[src/rtl/inst_fetch_pkg.sv]
// Shared definitions for the instruction fetch stage: FSM encoding, bus widths,
// exception bit positions and the IF/ID payload struct.
package inst_fetch_pkg;

    localparam int ADDR_W = 32;
    localparam int DATA_W = 32;
    localparam int EXC_W  = 32;

    localparam int EXC_ADEL_IF = 13;
    localparam logic [EXC_W-1:0]  EXC_ADEL_IF_VEC = EXC_W'(1) << EXC_ADEL_IF;
    localparam logic [DATA_W-1:0] NOP = 32'h0;

    typedef enum logic [1:0] {
        S_IDLE    = 2'd0,
        S_FETCH   = 2'd1,
        S_DISCARD = 2'd2,
        S_HOLD    = 2'd3
    } if_state_t;

    typedef struct packed {
        logic [ADDR_W-1:0] pc;
        logic [DATA_W-1:0] inst;
        logic [EXC_W-1:0]  exc;
    } ifid_t;

    function automatic logic is_aligned(input logic [ADDR_W-1:0] addr);
        return addr[1:0] == 2'b00;
    endfunction

endpackage

[src/rtl/inst_fetch_if_id_reg.sv]
// IF/ID pipeline register: flush clears it, load writes it unless stalled,
// otherwise contents are held.
module if_id_reg
    import inst_fetch_pkg::*;
(
    input  logic              clk,
    input  logic              rst,
    input  logic              flush,
    input  logic              stall,
    input  logic              load,
    input  ifid_t             din,
    output logic [ADDR_W-1:0] id_pc,
    output logic [DATA_W-1:0] id_inst,
    output logic              id_valid,
    output logic [EXC_W-1:0]  id_excepttype
);

    always_ff @(posedge clk or negedge rst) begin
        if (!rst) begin
            id_pc         <= '0;
            id_inst       <= NOP;
            id_valid      <= 1'b0;
            id_excepttype <= '0;
        end else if (flush) begin
            id_pc         <= '0;
            id_inst       <= NOP;
            id_valid      <= 1'b0;
            id_excepttype <= '0;
        end else if (load && !stall) begin
            id_pc         <= din.pc;
            id_inst       <= din.inst;
            id_valid      <= 1'b1;
            id_excepttype <= din.exc;
        end
    end

endmodule

[src/rtl/inst_fetch.sv]
// Instruction fetch stage: issues one memory request at a time, parks a
// response in a one-entry buffer while the pipeline is stalled, and feeds IF/ID.
module inst_fetch
    import inst_fetch_pkg::*;
(
    input  logic              clk,
    input  logic              rst,
    input  logic [ADDR_W-1:0] pc,
    input  logic              stall,
    input  logic              flush,
    output logic              inst_req,
    output logic [ADDR_W-1:0] inst_addr,
    input  logic              inst_ack,
    input  logic [DATA_W-1:0] inst_rdata,
    output logic              stallreq_if,
    output logic [ADDR_W-1:0] id_pc,
    output logic [DATA_W-1:0] id_inst,
    output logic              id_valid,
    output logic [EXC_W-1:0]  id_excepttype
);

    if_state_t         state, state_next;
    logic              armed;
    logic [ADDR_W-1:0] req_addr, req_addr_next;
    logic              buf_valid, buf_valid_next;
    logic [ADDR_W-1:0] buf_pc, buf_pc_next;
    logic [DATA_W-1:0] buf_inst, buf_inst_next;
    logic              ld;
    ifid_t             ld_data;

    // armed stays low for the first edge after reset so no request goes out on it
    always_ff @(posedge clk or negedge rst) begin
        if (!rst) begin
            state     <= S_IDLE;
            armed     <= 1'b0;
            req_addr  <= '0;
            buf_valid <= 1'b0;
            buf_pc    <= '0;
            buf_inst  <= NOP;
        end else begin
            state     <= state_next;
            armed     <= 1'b1;
            req_addr  <= req_addr_next;
            buf_valid <= buf_valid_next;
            buf_pc    <= buf_pc_next;
            buf_inst  <= buf_inst_next;
        end
    end

    always_comb begin
        state_next     = state;
        req_addr_next  = req_addr;
        buf_valid_next = buf_valid;
        buf_pc_next    = buf_pc;
        buf_inst_next  = buf_inst;
        ld             = 1'b0;
        ld_data        = '0;

        unique case (state)
            S_IDLE: begin
                if (!flush && !stall && armed) begin
                    if (is_aligned(pc)) begin
                        req_addr_next = pc;
                        state_next    = S_FETCH;
                    end else begin
                        ld           = 1'b1;
                        ld_data.pc   = pc;
                        ld_data.inst = NOP;
                        ld_data.exc  = EXC_ADEL_IF_VEC;
                    end
                end
            end
            S_FETCH: begin
                // a flushed request stays on the bus until memory answers it
                if (flush) begin
                    state_next = inst_ack ? S_IDLE : S_DISCARD;
                end else if (inst_ack) begin
                    if (stall) begin
                        buf_valid_next = 1'b1;
                        buf_pc_next    = req_addr;
                        buf_inst_next  = inst_rdata;
                        state_next     = S_HOLD;
                    end else begin
                        ld           = 1'b1;
                        ld_data.pc   = req_addr;
                        ld_data.inst = inst_rdata;
                        ld_data.exc  = '0;
                        state_next   = S_IDLE;
                    end
                end
            end
            S_DISCARD: begin
                if (inst_ack) begin
                    state_next = S_IDLE;
                end
            end
            S_HOLD: begin
                if (flush) begin
                    state_next = S_IDLE;
                end else if (!stall) begin
                    ld             = buf_valid;
                    ld_data.pc     = buf_pc;
                    ld_data.inst   = buf_inst;
                    ld_data.exc    = '0;
                    buf_valid_next = 1'b0;
                    state_next     = S_IDLE;
                end
            end
            default: state_next = S_IDLE;
        endcase

        if (flush) begin
            buf_valid_next = 1'b0;
        end
    end

    assign inst_req    = (state == S_FETCH) || (state == S_DISCARD);
    assign inst_addr   = req_addr;
    assign stallreq_if = ((state == S_FETCH) && !inst_ack) || (state == S_DISCARD);

    if_id_reg u_if_id_reg (
        .clk           (clk),
        .rst           (rst),
        .flush         (flush),
        .stall         (stall),
        .load          (ld),
        .din           (ld_data),
        .id_pc         (id_pc),
        .id_inst       (id_inst),
        .id_valid      (id_valid),
        .id_excepttype (id_excepttype)
    );

endmodule

[config.mk]
export PLATFORM = sky130hd
export DESIGN_NAME = inst_fetch
export DESIGN_NICKNAME = d
export VERILOG_FILES = /design/src/rtl/inst_fetch_pkg.sv /design/src/rtl/inst_fetch_if_id_reg.sv /design/src/rtl/inst_fetch.sv
export SDC_FILE = /design/constraint.sdc
export NUM_CORES = 1
export LEC_CHECK = 0
export CAP_MARGIN = 10
export CORE_AREA = 4 4 181 130
export DETAILED_ROUTE_END_ITERATION = 16
export DIE_AREA = 0 0 185 134
export SLEW_MARGIN = 40
export SYNTH_ARGS = -nofsm -noshare
export SYNTH_HDL_FRONTEND = slang
export SYNTH_SLANG_ARGS = --single-unit
[constraint.sdc]
create_clock -name clk -period 3.59 [get_ports clk]
set_input_delay 1.077 -clock clk [delete_from_list [all_inputs] [get_ports clk]]
set_output_delay 1.077 -clock clk [all_outputs]
set_load 0.1 [all_outputs]
==> results.py <==
metrics = {
    "yosys": {
        "ys_top_cells_by_area": "dfrtp_1, mux2_2, mux2_4, a22oi_1, o2bb2ai_1",
        "yosysMostFrequentCell": "dfrtp_1",
        "synth_async_sr_flop_share_pct": 100,
        "ys.flop_type": "dfrtp_1",
        "synth_top_area_share_pct": 53.7,
        "ys_types": 31,
        "netlist_top_cells_count": "dfrtp_1, mux2_2, a22oi_1",
        "syn_area_um2": 7740,
        "yosys.area.top_type": "dfrtp_1",
        "ys_warn_count": 0,
        "synth_cells": 570,
        "synth-edff-count": 0,
        "synth_seq_cells": 166,
        "synth-seq-area-share_pct": 53.7,
        "avgSynthCellArea_um2": 13.6,
    },
    "global_routing": {
        "grt_usage_pct": 15.6,
        "grt_pass1_vias": 5494,
        "grt.busiest_layer": "met2",
        "grt_use_met3_pct": 4.15,
        "antenna_found_initial": 0,
        "gr-total-overflow": 0,
        "grt_max_degree": 83,
        "use_met2_pct": 25.1,
        "grt_pass1_wl_mm": 30.6,
        "grt_util_met1_pct": 21.4,
    },
    "floorplanning": {
        "die_w_um": 185,
        "core-area_um2": 21600,
        "row_count": 45,
        "die_area_um2": 24800,
        "io-pin-count": 200,
        "start_util_pct": 35.8,
        "die_h_um": 134,
    },
    "cts": {
        "root_buffer": "clkbuf_16",
        "htree_levels": 4,
        "cts.sinks": 166,
        "clk_latency_ps": 410,
        "cts_tree": "built",
        "post_cts_buffers": 0,
        "clock_path_buffers": 2,
        "cts_made_buffers": 17,
        "cts-hold-fix-buffers": 0,
        "post_cts_resized": 0,
        "clkTransAtPathRegs_ps": 60,
    },
    "worst_setup_path": {
        "crit_family": "buffers and inverters",
        "worstPathCellList": "clkdlybuf4s50_1 > nand2b_1 > nand2b_1 > buf_12",
        "crit_path_frequent_cell": "nand2b_1",
        "start_kind": "primary input",
        "setup.worst_path.class": "primary input to output pin",
        "cp_slowest_cell": "clkdlybuf4s50_1",
        "path_max_fanout": 5,
        "end_kind": "output pin",
        "ff2ff_path_depth": 7,
        "required_ps": 2510,
        "cp.depth": 4,
        "cp_data_arrival_time_ps": 2080,
        "crit_buf_inv": 2,
        "rrSetupSlack_ps": 1130,
        "slowest_delay_ps": 470,
    },
    "power": {
        "fin_total_pwr_w": 0.00877,
        "vdd_drop_max_v": 0.000638,
        "p_leak_nw": 4.70,
        "power.density_nw_per_um2": 877,
    },
    "place": {
        "place_congestion": 0.771,
        "place_hpwl_mm": 12.9,
        "portBuffers": 168,
        "dp_cells": 990,
    },
    "status": {
        "run_status": "finished, final reports clean",
    },
    "detailed_routing": {
        "num_vias": 5100,
        "drtPass1Iterations": 6,
        "wl_mm": 19.0,
        "vias_per_cell": 4.99,
        "drt.antenna.violating_nets": 0,
        "post_drt_wl_per_cell_um": 18.5,
        "drt_iter0_drc": 283,
        "drc": 0,
    },
    "layout": {
        "drive_above_1_share_pct": 41.8,
        "syn_to_final_growth_pct": 29.1,
        "antenna_cells": 0,
        "final_nets": 802,
        "layout.cells.non_filler": 1022,
    },
    "sta": {
        "setup_violations": 0,
        "relSlewSlack_pct": 55.1,
        "worst_pin_slew_ps": 674,
        "finClkSkew_ps": 7.46,
        "fin_crit_sh_pct": 88.0,
        "setup-tns-final_ps": 0,
        "hold_violations": 0,
        "fmax_mhz": 316,
        "rsz0062_at_grt": "false",
        "post-route-min-period_ps": 3160,
        "slew_viol_final": 0,
    },
    "min_path": {
        "hp-class": "flop to flop",
        "whs_path_depth": 1,
    },
    "job": {
        "max-cap-violations": 0,
    },
}
[through the flow]
| stage | setup WS, ps | hold WS (ps) | utilization, % | instance area, µm² |
|---|---|---|---|---|
| 3_3_place_gp | 387 | 475 | 43.4 | 9380 |
| 2_1_floorplan | 593 | 480 | - | 7860 |
| 6_report | 430 | 498 | 46.2 | 10000 |
| 4_1_cts | 442 | 501 | 46.2 | 10000 |
| 3_5_place_dp | 338 | 479 | 43.4 | 9380 |
| 5_1_grt | 392 | 514 | 46.2 | 10000 |
[final cells by class]
type	instances	area (µm²)
fill	1959	11600
sequential	166	4150
multi-input combinational	358	3270
timing repair buffer	180	1590
clock buffer	22	474
tap	282	353
clock inverter	10	140
inverter	4	15.0
[kinds of logic (layout without fill, tap and decap cells)]
logic type      count (synthesis)  after routing  synth area share (%)
other cells                     2             32                0.0970
fa+ha+maj                       6              6                 0.970
buf+inv                        76            216                  5.74
compound gates                105            105                  10.6
flops                         166            166                  53.7
mux                           160            160                  25.6
simple gates                   55             55                  3.33
[state kept, by name, summed over array words and instances (netlist names)]
register and count:
inst_addr 32, buf_pc 32, buf_inst 32, u_if_id_reg.id_inst 32, u_if_id_reg.id_pc 32, u_if_id_reg.id_excepttype 1, buf_valid 1, u_if_id_reg.id_valid 1
state 2, armed 1
[power by group]
part	internal [W]	switching [W]	total (W)	leakage, nW
clock	0.00116	0.000749	0.00191	0.306
combinational	0.00113	0.00291	0.00403	2.21
sequential	0.00242	0.000402	0.00283	2.19
[routing by layer]
metal,wire (µm),vias to the layer above
met5,0,-
met3,1140,12
met2,8810,163
met1,8850,2594
met4,157,0
li1,-,2331
[final timing paths]
check | endpoint | start
setup reg to reg | u_if_id_reg.id_pc[24] | state[1]
hold reg to reg | u_if_id_reg.id_excepttype[13] | u_if_id_reg.id_excepttype[13]
setup / recovery | stallreq_if | inst_ack
min in group asynchronous | u_if_id_reg.id_pc[17] | rst
hold / removal | u_if_id_reg.id_excepttype[13] | u_if_id_reg.id_excepttype[13]
max in group asynchronous | inst_addr[24] | rst
[layout by cell type, fill, tap and decap left out, drive strengths merged]
master and instances:
dfrtp 166, conb 32, ha 6, bufinv 3, inv 8, a31oi 1, clkinv 3, mux2i 1
or3b 1, clkdlybuf4s50 67, clkbuf 23, a221oi 1, o2bb2ai 32, a2111oi 1, and2 3, a21o 1
mux2 159, a22oi 65, nand3 1, nor3 5, a21oi 2, o21ai 2, buf 112, nor2b 1
nor2 36, nand2b 3, nand2 2, nand4 1, or3 2
(Power assumes the default switching activity.)
